File: config.mk
export PLATFORM = sky130hd
export DESIGN_NAME = ddr3_rd_return
export DESIGN_NICKNAME = d
export VERILOG_FILES = /design/src/rtl/ddr3_pkg.sv /design/src/rtl/ddr3_rr_fifo.sv /design/src/rtl/ddr3_rd_return.sv
export SDC_FILE = /design/constraint.sdc
export NUM_CORES = 1
export LEC_CHECK = 0
export CAP_MARGIN = 20
export CORE_MARGIN = 1
export CORE_UTILIZATION = 50
export DETAILED_ROUTE_END_ITERATION = 16
export MAX_ROUTING_LAYER = met4
export PLACE_DENSITY = 0.71
export SETUP_SLACK_MARGIN = 0.4
export SLEW_MARGIN = 0
export SYNTH_ARGS = -nofsm -noshare
export SYNTH_HDL_FRONTEND = slang
export SYNTH_SLANG_ARGS = --single-unit
File: constraint.sdc
create_clock -name clk -period 3.51 [get_ports clk]
set_input_delay 0.702 -clock clk [delete_from_list [all_inputs] [get_ports clk]]
set_output_delay 0.702 -clock clk [all_outputs]
set_load 0.005 [all_outputs]
File: src/rtl/ddr3_pkg.sv
// Shared definitions for the DDR3 controller read-return path:
// command word layout, burst lengths and the pending-tag entry format.
package ddr3_pkg;

  localparam int RD_BIT    = 35;
  localparam int BC4_BIT   = 34;
  localparam int TAG_MSB   = 27;
  localparam int TAG_LSB   = 0;
  localparam int TAG_W     = 28;
  localparam int BEATS_BL8 = 4;
  localparam int BEATS_BC4 = 2;

  typedef struct packed {
    logic             bc4;
    logic [TAG_W-1:0] tag;
  } tag_ent_t;

  // Index of the beat that closes a burst of the given kind.
  function automatic logic [1:0] last_beat_idx(input logic bc4);
    logic [1:0] idx;
    if (bc4) begin
      idx = 2'(BEATS_BC4 - 1);
    end else begin
      idx = 2'(BEATS_BL8 - 1);
    end
    return idx;
  endfunction

endpackage

File: src/rtl/ddr3_rr_fifo.sv
// Synchronous FIFO with extra-MSB pointers; a push into a full FIFO is
// accepted when a pop happens in the same cycle.
module ddr3_rr_fifo #(
  parameter int W     = 8,
  parameter int DEPTH = 4
) (
  input  logic         clk,
  input  logic         rst_n,
  input  logic         push,
  input  logic [W-1:0] din,
  input  logic         pop,
  output logic [W-1:0] dout,
  output logic         full,
  output logic         empty
);

  localparam int AW = $clog2(DEPTH);

  logic [AW:0]  wr_ptr_r;
  logic [AW:0]  rd_ptr_r;
  logic [W-1:0] mem_r [DEPTH];
  logic         wr_en_s;
  logic         rd_en_s;

  assign empty   = (wr_ptr_r == rd_ptr_r);
  assign full    = (wr_ptr_r[AW] != rd_ptr_r[AW]) &&
                   (wr_ptr_r[AW-1:0] == rd_ptr_r[AW-1:0]);
  assign rd_en_s = pop & ~empty;
  assign wr_en_s = push & (~full | rd_en_s);
  assign dout    = mem_r[rd_ptr_r[AW-1:0]];

  // Storage and pointer update; storage is cleared so outputs read zero after reset.
  always_ff @(posedge clk or negedge rst_n) begin
    if (!rst_n) begin
      wr_ptr_r <= '0;
      rd_ptr_r <= '0;
      for (int i = 0; i < DEPTH; i++) begin
        mem_r[i] <= '0;
      end
    end else begin
      if (wr_en_s) begin
        mem_r[wr_ptr_r[AW-1:0]] <= din;
        wr_ptr_r                <= wr_ptr_r + {{AW{1'b0}}, 1'b1};
      end
      if (rd_en_s) begin
        rd_ptr_r <= rd_ptr_r + {{AW{1'b0}}, 1'b1};
      end
    end
  end

endmodule

File: src/rtl/ddr3_rd_return.sv
// Read-return stage: queues tags from the delayed command word, assembles
// PHY read beats into bursts and hands them to the client with their tag.
import ddr3_pkg::*;

module ddr3_rd_return #(
  parameter int DW        = 64,
  parameter int TAG_DEPTH = 4,
  parameter int OUT_DEPTH = 2
) (
  input  logic              clk,
  input  logic              rst_n,
  input  logic [35:0]       cmd_word,
  input  logic              phy_rd_valid,
  input  logic [DW-1:0]     phy_rd_data,
  output logic              rsp_valid,
  input  logic              rsp_ready,
  output logic [4*DW-1:0]   rsp_data,
  output logic [TAG_W-1:0]  rsp_tag,
  output logic              rsp_bc4,
  output logic              err_orphan,
  output logic              err_tag_ovf,
  output logic              err_out_ovf,
  output logic              busy
);

  localparam int TW = $bits(tag_ent_t);
  localparam int OW = 4*DW + TAG_W + 1;

  tag_ent_t         tag_din_s;
  tag_ent_t         tag_head_s;
  logic             tag_push_s, tag_pop_s, tag_full_s, tag_empty_s;
  logic [OW-1:0]    out_din_s, out_dout_s;
  logic             out_push_s, out_pop_s, out_full_s, out_empty_s;
  logic [1:0]       cnt_r, cnt_nxt_s;
  logic [DW-1:0]    slot_r [BEATS_BL8];
  logic             beat_ok_s, complete_s;
  logic [4*DW-1:0]  burst_s;
  logic             err_orphan_r, err_tag_ovf_r, err_out_ovf_r;
  logic             unused_rsvd_s;

  assign unused_rsvd_s = ^cmd_word[33:28];
  assign tag_din_s     = '{bc4: cmd_word[BC4_BIT], tag: cmd_word[TAG_MSB:TAG_LSB]};
  assign tag_push_s    = cmd_word[RD_BIT];
  assign tag_pop_s     = complete_s;
  assign out_push_s    = complete_s;
  assign out_pop_s     = ~out_empty_s & rsp_ready;
  assign out_din_s     = {burst_s, tag_head_s.tag, tag_head_s.bc4};

  ddr3_rr_fifo #(.W(TW), .DEPTH(TAG_DEPTH)) u_tag_fifo (
    .clk   (clk),
    .rst_n (rst_n),
    .push  (tag_push_s),
    .din   (tag_din_s),
    .pop   (tag_pop_s),
    .dout  (tag_head_s),
    .full  (tag_full_s),
    .empty (tag_empty_s)
  );

  ddr3_rr_fifo #(.W(OW), .DEPTH(OUT_DEPTH)) u_out_fifo (
    .clk   (clk),
    .rst_n (rst_n),
    .push  (out_push_s),
    .din   (out_din_s),
    .pop   (out_pop_s),
    .dout  (out_dout_s),
    .full  (out_full_s),
    .empty (out_empty_s)
  );

  // Beat acceptance, burst completion and the completed burst image (closing beat bypassed in).
  always_comb begin
    beat_ok_s  = phy_rd_valid & ~tag_empty_s;
    complete_s = beat_ok_s & (cnt_r == last_beat_idx(tag_head_s.bc4));
    burst_s    = '0;
    for (int k = 0; k < BEATS_BL8; k++) begin
      if (2'(k) < cnt_r) begin
        burst_s[k*DW +: DW] = slot_r[k];
      end else if (2'(k) == cnt_r) begin
        burst_s[k*DW +: DW] = phy_rd_data;
      end else begin
        burst_s[k*DW +: DW] = '0;
      end
    end
    if (complete_s) begin
      cnt_nxt_s = 2'd0;
    end else if (beat_ok_s) begin
      cnt_nxt_s = cnt_r + 2'd1;
    end else begin
      cnt_nxt_s = cnt_r;
    end
  end

  // Assembly slots, beat counter and sticky error flags.
  always_ff @(posedge clk or negedge rst_n) begin
    if (!rst_n) begin
      cnt_r         <= 2'd0;
      err_orphan_r  <= 1'b0;
      err_tag_ovf_r <= 1'b0;
      err_out_ovf_r <= 1'b0;
      for (int k = 0; k < BEATS_BL8; k++) begin
        slot_r[k] <= '0;
      end
    end else begin
      cnt_r <= cnt_nxt_s;
      if (beat_ok_s) begin
        slot_r[cnt_r] <= phy_rd_data;
      end
      err_orphan_r  <= err_orphan_r  | (phy_rd_valid & tag_empty_s);
      err_tag_ovf_r <= err_tag_ovf_r | (tag_push_s & tag_full_s & ~tag_pop_s);
      err_out_ovf_r <= err_out_ovf_r | (complete_s & out_full_s & ~out_pop_s);
    end
  end

  assign rsp_valid   = ~out_empty_s;
  assign rsp_data    = out_dout_s[OW-1 -: 4*DW];
  assign rsp_tag     = out_dout_s[TAG_W:1];
  assign rsp_bc4     = out_dout_s[0];
  assign err_orphan  = err_orphan_r;
  assign err_tag_ovf = err_tag_ovf_r;
  assign err_out_ovf = err_out_ovf_r;
  assign busy        = ~tag_empty_s | (cnt_r != 2'd0);

endmodule

After elaboration in Yosys (flattened, before gate mapping) --
Index checks and enable logic that the tools add are counted.
Word-level totals: register bits after elaboration 957, output and inout port bits 290
Cells by class: bitwise logic cells 29, reductions and logical operators 8, equal/unequal tests 10, order comparisons 12, add/sub/neg operators 5, muxes and demuxes 26
Operator list (count):
- $mux 285 | 4
- $mux 64 | 9
- $bwmux 570 | 1
- $demux 285 s1 | 1
- $bwmux 256 | 1
- $demux 64 s2 | 1
- $bwmux 116 | 1
- $mux 29 | 3
- $bmux 29 s2 | 1
- $demux 29 s2 | 1
- $and 1x1->1 | 12
- $ge 3x3->1 const B | 3
- $not 2->3 | 3
- $add 2x1->2 const B | 3
- $add 3x1->3 const B | 2
- $eq 2x2->1 | 3
- $lt 3x1->1 const B | 2
- $mux 2 | 3
- $not 1->1 | 6
- $or 1x1->1 | 6
- $logic_and 1x1->1 | 5
- $eq 2x2->1 const A | 2
- $ge 2x2->1 const B | 2
- $lt 1x2->1 const A | 2
- 9 further kinds | 13

Logic depth before layout (Yosys ltp) --
Gate-level depths: netlist of the first run.
depth after elaboration 10, depth in mapped cells 8

Cells and area by module --
From an unflattened synthesis of the first run, not the netlist that was laid out.
Unflattened totals: cell total of the unflattened synthesis 2777, area total of the unflattened synthesis 41288.3 um^2
By module, submodules not included:
- ddr3_rr_fifo at u_out_fifo | cells each 1547, instances 1, area an instance 24830.1 um^2
- ddr3_rd_return | cells each 906, instances 1, area an instance 10954.3 um^2
- ddr3_rr_fifo at u_tag_fifo | cells each 324, instances 1, area an instance 5504.0 um^2

Least setup slack after synthesis of the first run --
OpenSTA, ideal clock, no wires.
path type flip-flop to flip-flop, from register u_tag_fifo.rd_ptr_r[0], to register u_out_fifo.mem_r[319] (netlist name), data required time 3385 ps, stages on the path, launching flop included 8, setup time 125 ps, period minus slack after synthesis 2545 ps, data arrival time 2420 ps, setup slack 965 ps, cell sequence dfrtp_1 > buf_2 > mux4_2 > xnor2_2 > nor4_2 > buf_2 > buf_2 > mux2_2
On the way: longest elaborated chain between the ends 8
Ends and longest elaborated chain:
- from (decl) | line ddr3_rr_fifo.sv:20 | logic [AW:0] rd_ptr_r;
- from (signal assigned) | line ddr3_rr_fifo.sv:46 | rd_ptr_r <= rd_ptr_r + {{AW{1'b0}}, 1'b1};
- $not 2->3 (implied by the code) | line ddr3_rr_fifo.sv:30 | assign dout = mem_r[rd_ptr_r[AW-1:0]];
- $bmux 29 s2 | line ddr3_rr_fifo.sv:30
- $mux 29 (implied by the code) (2 in a row) | line ddr3_rr_fifo.sv:30
- $mux 2 | line ddr3_pkg.sv:21 | if (bc4) begin
- $eq 2x2->1 | line ddr3_rd_return.sv:74 | complete_s = beat_ok_s & (cnt_r == last_beat_idx(tag_head_s.bc4));
- $and 1x1->1 * | line ddr3_rd_return.sv:74
- $and 1x1->1 * | line ddr3_rr_fifo.sv:29 | assign wr_en_s = push & (~full | rd_en_s);
- to (signal, indexed assignment) | line ddr3_rr_fifo.sv:42 | mem_r[wr_ptr_r[AW-1:0]] <= din;
- to (decl) | line ddr3_rr_fifo.sv:21 | logic [W-1:0] mem_r [DEPTH];
Mark *: on every way between the ends. The rest lies on a longest branch, timed or not. The select of a mux whose other input is x is not followed. A chain may end at the register's enable or synchronous reset.

Worst setup path in the final report of the first run --
from register u_out_fifo.rd_ptr_r[0], to output port rsp_data[67]
On the way: longest elaborated chain between the ends 4
Ends and longest elaborated chain:
- from (decl) | line ddr3_rr_fifo.sv:20
- from (signal assigned) | line ddr3_rr_fifo.sv:46
- $not 1->2 (implied by the code) | line ddr3_rr_fifo.sv:30
- $mux 285 (implied by the code) (3 in a row) | line ddr3_rr_fifo.sv:30
- to (decl) | line ddr3_rd_return.sv:17 | output logic [4*DW-1:0] rsp_data,
No other way between the ends. The select of a mux whose other input is x is not followed.

==> results.md, run 1 <==
- The final cell area excluding filler cells is 52110 sq um.
- The ratio of routed vias to standard cells is 5.932.
- For this run, the leading register cell type out of synthesis is dfrtp_1.
- The final critical-path share of the clock period is 0.9210.
- The actual slew at the worst max-slew pin is 1.118 ns.
- At the end of the flow, the number of nets in the layout was 3743.
- The Yosys step of the flow raised 0 warnings.
- The number of buffers added on ports is 387.
- The kind of end point of the critical path is a primary output.
- The minimum period implied by the final worst setup slack is 3.233 ns.
- The final clock skew is 0.03225 ns.
- The number of hold violations in the final report was 0.
- Counting the fill cells in the layout gives 6474.
- From synthesis to final layout, the design area changed by 21.68%.
- The cell row count is 106.
- The mean cell area of the mapped netlist is 12.88 sq um.
- The number of global-route vias before repair is 29490.
- Setup violations remaining at the end of the flow were counted as 0.
- In this run, placement finished with an instance count of 4640.
- CTS built an H-tree with a depth of 3.
- The latest clock arrival within the worst-skew pair is 0.66 ns.
- The total grt overflow is 0.
- The number of sinks on the clock net is 893.
- The die covers 86810 sq um.
- The number of different library cells in the post-synthesis netlist is 39.
- The total area inside the core boundary comes to 84220 sq um.
- The ratio of cells with drive above 1 in the final layout is 0.3875.
- Synthesis produced a netlist with a net count of 3439.
- Entering global routing, the biggest net connects 130 pins.
- The die is 294.6 um wide.
- The sequential area share after synthesis is 0.5219.
- TritonCTS built the clock tree.
- The maximum resistive drop on vdd is 0.0006175 V.
- The number of instances in the synthesized netlist is 3325.
- The startpoint identified for the worst hold timing path is err_out_ovf$_DFF_PN0_.
- In this run the critical register-to-register path is launched from u_tag_fifo.rd_ptr_r[0]$_DFFE_PN0P_.
- The worst max-slew margin expressed relative to the limit is 0.2548.
- The wire-length estimate of the detail-placed layout is 69930 um.
- The endpoint identified for the worst register-to-register timing path is u_out_fifo.mem_r[24]$_DFFE_PN0P_.
- The starting DRC count in detailed routing is 1903.
- After synthesis the netlist holds a flip-flop and latch count of 893.
- For this configuration, the core starts out at a cell density of 0.5084.
- The endpoint of the worst hold-timing path is err_out_ovf$_DFF_PN0_.
- The number of vias in the routed layout is 28730.
- The cell count of the worst hold path is 1.
- The worst register-to-register path has a setup slack of 0.64 ns.
- The worst endpoint data arrival time is 2.53 ns.
- The antenna violation net count after detailed routing is 0.
- Measured on the finished design, the core utilization comes to 0.6187.
- The maximum fanout count along the critical path is 27.
- For this run, the total global-route usage over all layers was measured as 0.2698.
- Timing would allow up to 309.3 MHz.
- The startpoint class of the critical path is a flip-flop.
- Dividing total power by cell area gives a power density of 1054 nW/um^2.
- For this run, asynchronously set or reset flops after synthesis account for 1.000.
- The final hold slack is 0.4694 ns.
- After detailed routing, the average wire length per cell comes to 23.47 um.
- The leakage power is 0.02222 uW.
- Before antenna repair, the detailed router went through 5 iterations.
- The max-slew violation total from the final report is 0.
- After clock tree synthesis, the clock-pin slew on the worst setup and hold paths is 0.06 ns.
- For this block, the routed nets add up to 113700 um of wire.
- The flow ran to the end, and the final reports show no timing, DRC or antenna violations.
- The count of cells in the finished layout, fillers not included, comes to 4844.
- The top-level I/O count is 394.
- The library cell used as clock root buffer is clkbuf_16.
- The post-placement cell area is 48370 sq um.
- The remaining design rule violation count is 0.
- The first global-routing pass estimated 177500 um of wire.
- The floorplan die height is 294.6 um.
- The class of the most critical setup path is flip-flop to primary output.
- The worst min-delay path category is flip-flop to flip-flop.
- The number of maximum-capacitance violations is 0.
- Measured in cells, the most critical reg-to-reg path has a length of 6.
- Setup total negative slack on the finished layout was measured at 0 ns.
- Counting along the longest clock path gives a buffer depth of 3.
- The required time at the endpoint of the critical path is 2.81 ns.
- Setup repair after global routing could not meet its margin everywhere.
- At the end of routability-driven placement, the weighted congestion stood at 0.7765.
- The number of antenna violations at the first check in global routing is 6.
- Clock tree synthesis inserted a total of 95 buffers.
- The number of enable-type register cells in the synthesized netlist is 0.
- The summed instance area of the synthesized netlist is 42820 sq um.
[synthesized netlist by cell type (4+ instances only)]
cell      count  area (sq um)
mux2_1       23         259.0
inv_1         4         15.01
a21boi_0    116         870.8
o211ai_1    118         885.9
xnor2_1      10         87.58
o21ai_0      63         315.3
nand2_1     248         930.9
a31oi_1     116         725.7
buf_4        19         142.6
a22o_1       66         578.1
mux2_2     1089         12260
mux4_2       29         653.1
buf_2        45         225.2
nand4_1     116         725.7
nand3_1       4         20.02
and2_1       69         431.7
buf_1        35         131.4
clkbuf_1    219         822.0
ha_1         10         125.1
dfrtp_1     893         22350
xor2_1        5         43.79
[logic make-up (layout without fill, tap and decap cells)]
family                   count (synthesis)  count (layout)  synth area share
AO/OA/AOI/OAI                          490             490           0.08085
XOR/XNOR                                16              16          0.003448
adder cells (fa/ha/maj)                 10              10          0.002922
buffers and inverters                  322             700           0.03121
flip-flops                             893             893            0.5219
multiplexers                          1142            1142            0.3079
other                                    0               7                 0
AND/OR/NAND/NOR                        452             452           0.05178
[critical path, cell delays in order (launching register included)]
cell and delay, ns:
dfrtp_4 0.53, buf_12 0.22, buf_16 0.21, mux2_2 0.36, clkdlybuf4s50_1 0.51
[metal layers]
| metal | up-vias | track usage | part of all wire |
|---|---|---|---|
| li1 | 12760 | - | - |
| met2 | 773 | 0.4271 | 0.49 |
| met3 | 147 | 0.03899 | 0.052 |
| met5 | - | - | 0 |
| met1 | 15050 | 0.3650 | 0.44 |
| met4 | 0 | 0.07025 | 0.021 |
[worst max-delay path by stage]
stage / slack [ns] / end / cells past startpoint / from
after floorplan: 0.96 / u_out_fifo.mem_r[319]$_DFFE_PN0P_ / 7 / u_tag_fifo.rd_ptr_r[0]$_DFFE_PN0P_
after global placement: 0.30 / u_out_fifo.mem_r[21]$_DFFE_PN0P_ / 7 / phy_rd_valid
after detailed placement: 0.27 / u_out_fifo.mem_r[200]$_DFFE_PN0P_ / 7 / phy_rd_valid
after CTS: 0.25 / rsp_data[4] / 4 / u_out_fifo.rd_ptr_r[0]$_DFFE_PN0P_
after global routing: 0.24 / rsp_data[67] / 4 / u_out_fifo.rd_ptr_r[0]$_DFFE_PN0P_
final: 0.28 / rsp_data[67] / 4 / u_out_fifo.rd_ptr_r[0]$_DFFE_PN0P_
[area by class of cell]
type	instances	area, sq um	share of cell area
multi-input cells	2110	19320	0.3708
clock buffers	135	2738	0.05254
inverters	4	15.01	0.0002882
well taps	1134	1419	0.02723
flip-flops and latches	893	22360	0.4290
clock inverters	36	554.3	0.01064
diodes	7	17.52	0.0003362
repair buffers	525	5684	0.1091
[power breakdown]
group,total (uW),internal (uW),switching [uW]
registers,17800,15200,2570
logic,26600,14100,12500
clock network,10500,6210,4280
total,54900,35600,19300
[metrics by stage]
step	total power, uW	worst slack (ns)
final	54890	0.2773
after global routing	57860	0.2351
after CTS	54960	0.2528
after detailed placement	43950	0.2740
after global placement	43260	0.3040
after floorplan	33070	0.9649
[cells in the final DEF (no fill, tap or decap), types with 10 or more instances in the layout]
master / synthesis / routed
a22o_1: 66 / 66
o211ai_1: 118 / 118
and2_1: 69 / 65
a31oi_1: 116 / 116
clkinv_2: 0 / 13
o21ai_0: 63 / 63
mux4_2: 29 / 29
a21boi_0: 116 / 116
buf_4: 19 / 80
bufinv_16: 0 / 10
clkbuf_16: 0 / 96
dfrtp_1: 893 / 890
nand2_1: 248 / 245
clkbuf_8: 0 / 21
mux2_4: 0 / 14
clkbuf_1: 219 / 19
dlygate4sd2_1: 0 / 31
nand4_1: 116 / 116
mux2_1: 23 / 23
mux2_2: 1089 / 1075
buf_12: 0 / 46
clkdlybuf4s50_1: 0 / 348
[sequential cells by signal (all words and copies together) (netlist names)]
register	count
u_out_fifo.mem_r	570
u_tag_fifo.mem_r	116
err_tag_ovf	1
u_tag_fifo.rd_ptr_r	3
cnt_r	2
u_out_fifo.wr_ptr_r	2
err_out_ovf	1
u_tag_fifo.wr_ptr_r	3
slot_r	192
u_out_fifo.rd_ptr_r	2
err_orphan	1
[what timing repair did]
action                                 4_1_cts  5_1_grt
setup endpoints to repair                  275      241
hold buffers                                 1        0
endpoints found under the hold margin       10        0
gates resized for setup                     54        7
buffers inserted                            12        8
gates cloned                                 4        1
Power figures use the tool's default switching activity.
==> inputs of run 2 (changes only) <==
- CORE_UTILIZATION: 50 -> 52
- PLACE_DENSITY: 0.71 -> 0.76
- clock period: 3.51 -> 2.75 ns (I/O delays scaled with it)
==> results.md, run 2 (synthesis gave the netlist of run 1 again) <==
- Status: complete, but fails checks (was finished, final reports clean).
- The checks that failed: negative setup slack.
- The first-pass detailed-route iteration total is 5 (unchanged).
- The leakage power is 0.02369 uW (was 0.02222 uW).
- The storage element area is 22360 sq um (unchanged).
- The final critical-path share of the clock period is 1.068.
- The number of fillers in the final layout was 5804 (was 6474).
- The detailed placement HPWL was 69980 um (was 69930 um).
- Most used cells in the layout excluding fill and tap cells: mux2_2, dfrtp_1, nand2_1 (was mux2_2, dfrtp_1, clkdlybuf4s50_1).
- The total chip power was 72010 uW (was 54890 uW).
- The max-slew violation total from the final report is 0 (unchanged).
- The floorplan die height is 289.0 um (was 294.6 um).
- The cell row count is 104 (was 106).
- The starting DRC count in detailed routing is 2256 (was 1903).
- The core footprint is 81070 sq um (was 84220 sq um).
- The sequential fraction of design power is 0.317 (was 0.324).
- The clock tree buffer depth is 3 (unchanged).
- The kind of end point of the critical path is a primary output (unchanged).
- The area enclosed by the die boundary is 83500 sq um (was 86810 sq um).
- The worst max-slew margin expressed relative to the limit came to 0.3619 (was 0.2548).
- The number of buffers created by CTS is 94 (was 95).
- The met3 track demand over resource was 0.04441 (was 0.03899).
- The routed wire length is 114000 um (was 113700 um).
- The number of antenna violations at the first check in global routing is 5 (was 6).
- The total power per unit cell area came to 1353 nW/um^2 (was 1054 nW/um^2).
- The maximum resistive drop on vdd is 0.001392 V (was 0.0006175 V).
- The startpoint class of the critical path is a flip-flop (unchanged).
- The register bank with the most flops is u_out_fifo.mem_r (unchanged).
- The final net count was 3792 (was 3743).
- The minimum period implied by the final worst setup slack is 2.936 ns.
- The peak-usage layer in the global routing report is met2 (unchanged).
- The average detailed-routed wire length per instance is 23.64 um (was 23.47 um).
- The depth of the CTS H-tree came to 3 (unchanged).
- The most frequent standard cell in the layout excluding fill and tap cells is mux2_2 (unchanged).
- Registers with the most flip-flops: u_out_fifo.mem_r: 570 flops, slot_r: 192 flops, u_tag_fifo.mem_r: 116 flops (unchanged).
- The combined global-route utilization of all metal layers was 0.2790 (was 0.2698).
- The total internal power was 46820 uW (was 35560 uW).
- The routing usage on met1 came to 0.3685 (was 0.3650).
- The maximum number of pins on one net before global-route repair is 120 (was 130).
- The remaining design rule violation count is 0 (unchanged).
- The top-level I/O count came to 394 (unchanged).
- The wire length of the first global-routing pass is 176500 um (was 177500 um).
- The total grt overflow came to 0 (unchanged).
- The clock-pin slew reported for the worst setup and hold paths after clock tree synthesis was 0.06 ns (about the same).
- The area of the multi-input gates is 19540 sq um (was 19320 sq um).
- The number of sinks on the clock net is 893 (unchanged).
- The reg2reg setup slack is 0.14 ns (was 0.64 ns).
- The starting density of the core is 0.5282 (was 0.5084).
- The setup slack of the critical path after layout is -0.1858 ns (was 0.2773 ns).
- The library cell used as clock root buffer is clkbuf_16 (unchanged).
- The number of maximum-capacitance violations is 0 (unchanged).
- The part of the power in combinational logic is 0.488 (was 0.485).
- The number of vias in the routed layout came to 29300 (was 28730).
- The final clock skew is 0.03867 ns (was 0.03225 ns).
- The die width is 289.0 um (was 294.6 um).
- The clock network fraction of design power was 0.195 (was 0.191).
- The number of flip-flops under the largest register name is 570 (unchanged).
- The worst min-delay path category is primary input to asynchronous set/reset pin (was flip-flop to flip-flop).
- The number of buffers added on ports is 387 (unchanged).
- The routing usage on met2 is 0.4508 (was 0.4271).
- The setup violation total in the final timing report came to 157 (was 0).
- The actual slew at the worst max-slew pin was 0.9491 ns (was 1.118 ns).
- The required time at the endpoint of the critical path is 2.20 ns (was 2.81 ns).
- Unrepaired setup endpoints after global routing: true (unchanged).
- The latest clock arrival within the worst-skew pair is 0.67 ns (was 0.66 ns).
- The CTS tree is done (unchanged).
- The number of hold violations in the final report is 0 (unchanged).
- The switching fraction of total power was 0.3498 (was 0.3523).
- The ratio of routed vias to standard cells is 6.076 (was 5.932).
- The number of global-route vias before repair is 30220 (was 29490).
- The utilization of the core after routing was 0.6564 (was 0.6187).
- The worst endpoint data arrival time is 2.39 ns (was 2.53 ns).
- The depth of the worst register-to-register path is 7 (was 6).
- The class of the most critical setup path is flip-flop to primary output (unchanged).
- The end of the worst register-to-register path was u_tag_fifo.wr_ptr_r[0]$_DFFE_PN0P_ (was u_out_fifo.mem_r[24]$_DFFE_PN0P_).
- The routability congestion estimate was 0.8010 (was 0.7765).
- The area overhead of the layout relative to synthesis was 24.28% (was 21.68%).
- The ratio of cells with drive above 1 in the final layout was 0.4221 (was 0.3875).
- The maximum fanout count along the critical path was 24 (was 27).
- Derived from the worst setup path, the maximum achievable clock frequency is 340.6 MHz.
- The antenna violation net count after detailed routing came to 0 (unchanged).
- The power dissipated by switching net loads is 25190 uW (was 19340 uW).
- The worst flop-to-flop path startpoint is u_tag_fifo.rd_ptr_r[1]$_DFFE_PN0P_ (was u_tag_fifo.rd_ptr_r[0]$_DFFE_PN0P_).
run 2: worst max path at each step:
stage / start / to / slack (ns) / cells after the start
finish: u_out_fifo.rd_ptr_r[0]$_DFFE_PN0P_ / rsp_tag[12] / -0.19 / 4
global route: u_out_fifo.rd_ptr_r[0]$_DFFE_PN0P_ / rsp_tag[12] / -0.28 / 4
CTS: u_out_fifo.rd_ptr_r[0]$_DFFE_PN0P_ / rsp_data[37] / -0.27 / 4
detailed placement: phy_rd_valid / u_out_fifo.mem_r[439]$_DFFE_PN0P_ / -0.15 / 7
global placement: phy_rd_valid / u_out_fifo.mem_r[366]$_DFFE_PN0P_ / -0.15 / 7
floorplan: u_tag_fifo.rd_ptr_r[0]$_DFFE_PN0P_ / u_out_fifo.mem_r[56]$_DFFE_PN0P_ / 0.34 / 7
run 2: area by class of cell:
type,count,share of cell area
Tap cell,1060,0.02492
Inverter,4,0.0002821
Sequential cell,893,0.4201
Multi-Input combinational cell,2110,0.3671
Timing Repair Buffer,575,0.1215
Clock buffer,128,0.05057
Antenna cell,5,0.0002351
Clock inverter,47,0.01531
run 2: metal layers:
layer  routed length [um]  vias to the layer above
li1                     -                    12880
met1                48140                    15290
met2                56610                      943
met3                 6900                      178
met4                 2350                        0
met5                    0                        -
run 2: what timing repair did:
action / in CTS / in global routing
hold buffers: 1 / 0
hold endpoints to repair: 30 / 0
buffers inserted: 24 / 10
gates resized for setup: 411 / 157
setup endpoints to repair: 971 / 1021
cloned: 7 / 3
run 2: power groups by stage:
stage          Clock (uW)  Sequential (uW)  Combinational (uW)
5_1_grt             14800            23500               37400
4_1_cts             14300            22700               34900
6_report            14100            22800               35100
2_1_floorplan           0            21700               20700
3_3_place_gp            0            22400               33100
3_5_place_dp            0            22800               33800
run 2: per-stage QoR:
stage	setup TNS, ns	setup slack [ns]	hold slack (ns)	cells	instance area [sq um]
6_report	-15.23	-0.1858	0.3924	4822	53220
3_3_place_gp	-51.96	-0.1502	0.4416	4597	48800
2_1_floorplan	0	0.3389	0.2544	3325	43000
4_1_cts	-41.23	-0.2727	0.3731	4804	52890
5_1_grt	-31.53	-0.2795	0.3925	4821	53210
3_5_place_dp	-52.61	-0.1521	0.4517	4597	48800
run 2: critical path, stage by stage, from the launching register on:
cell and delay (ns):
dfrtp_4 0.49, buf_12 0.20, buf_16 0.20, mux2_2 0.39, clkdlybuf4s50_1 0.45
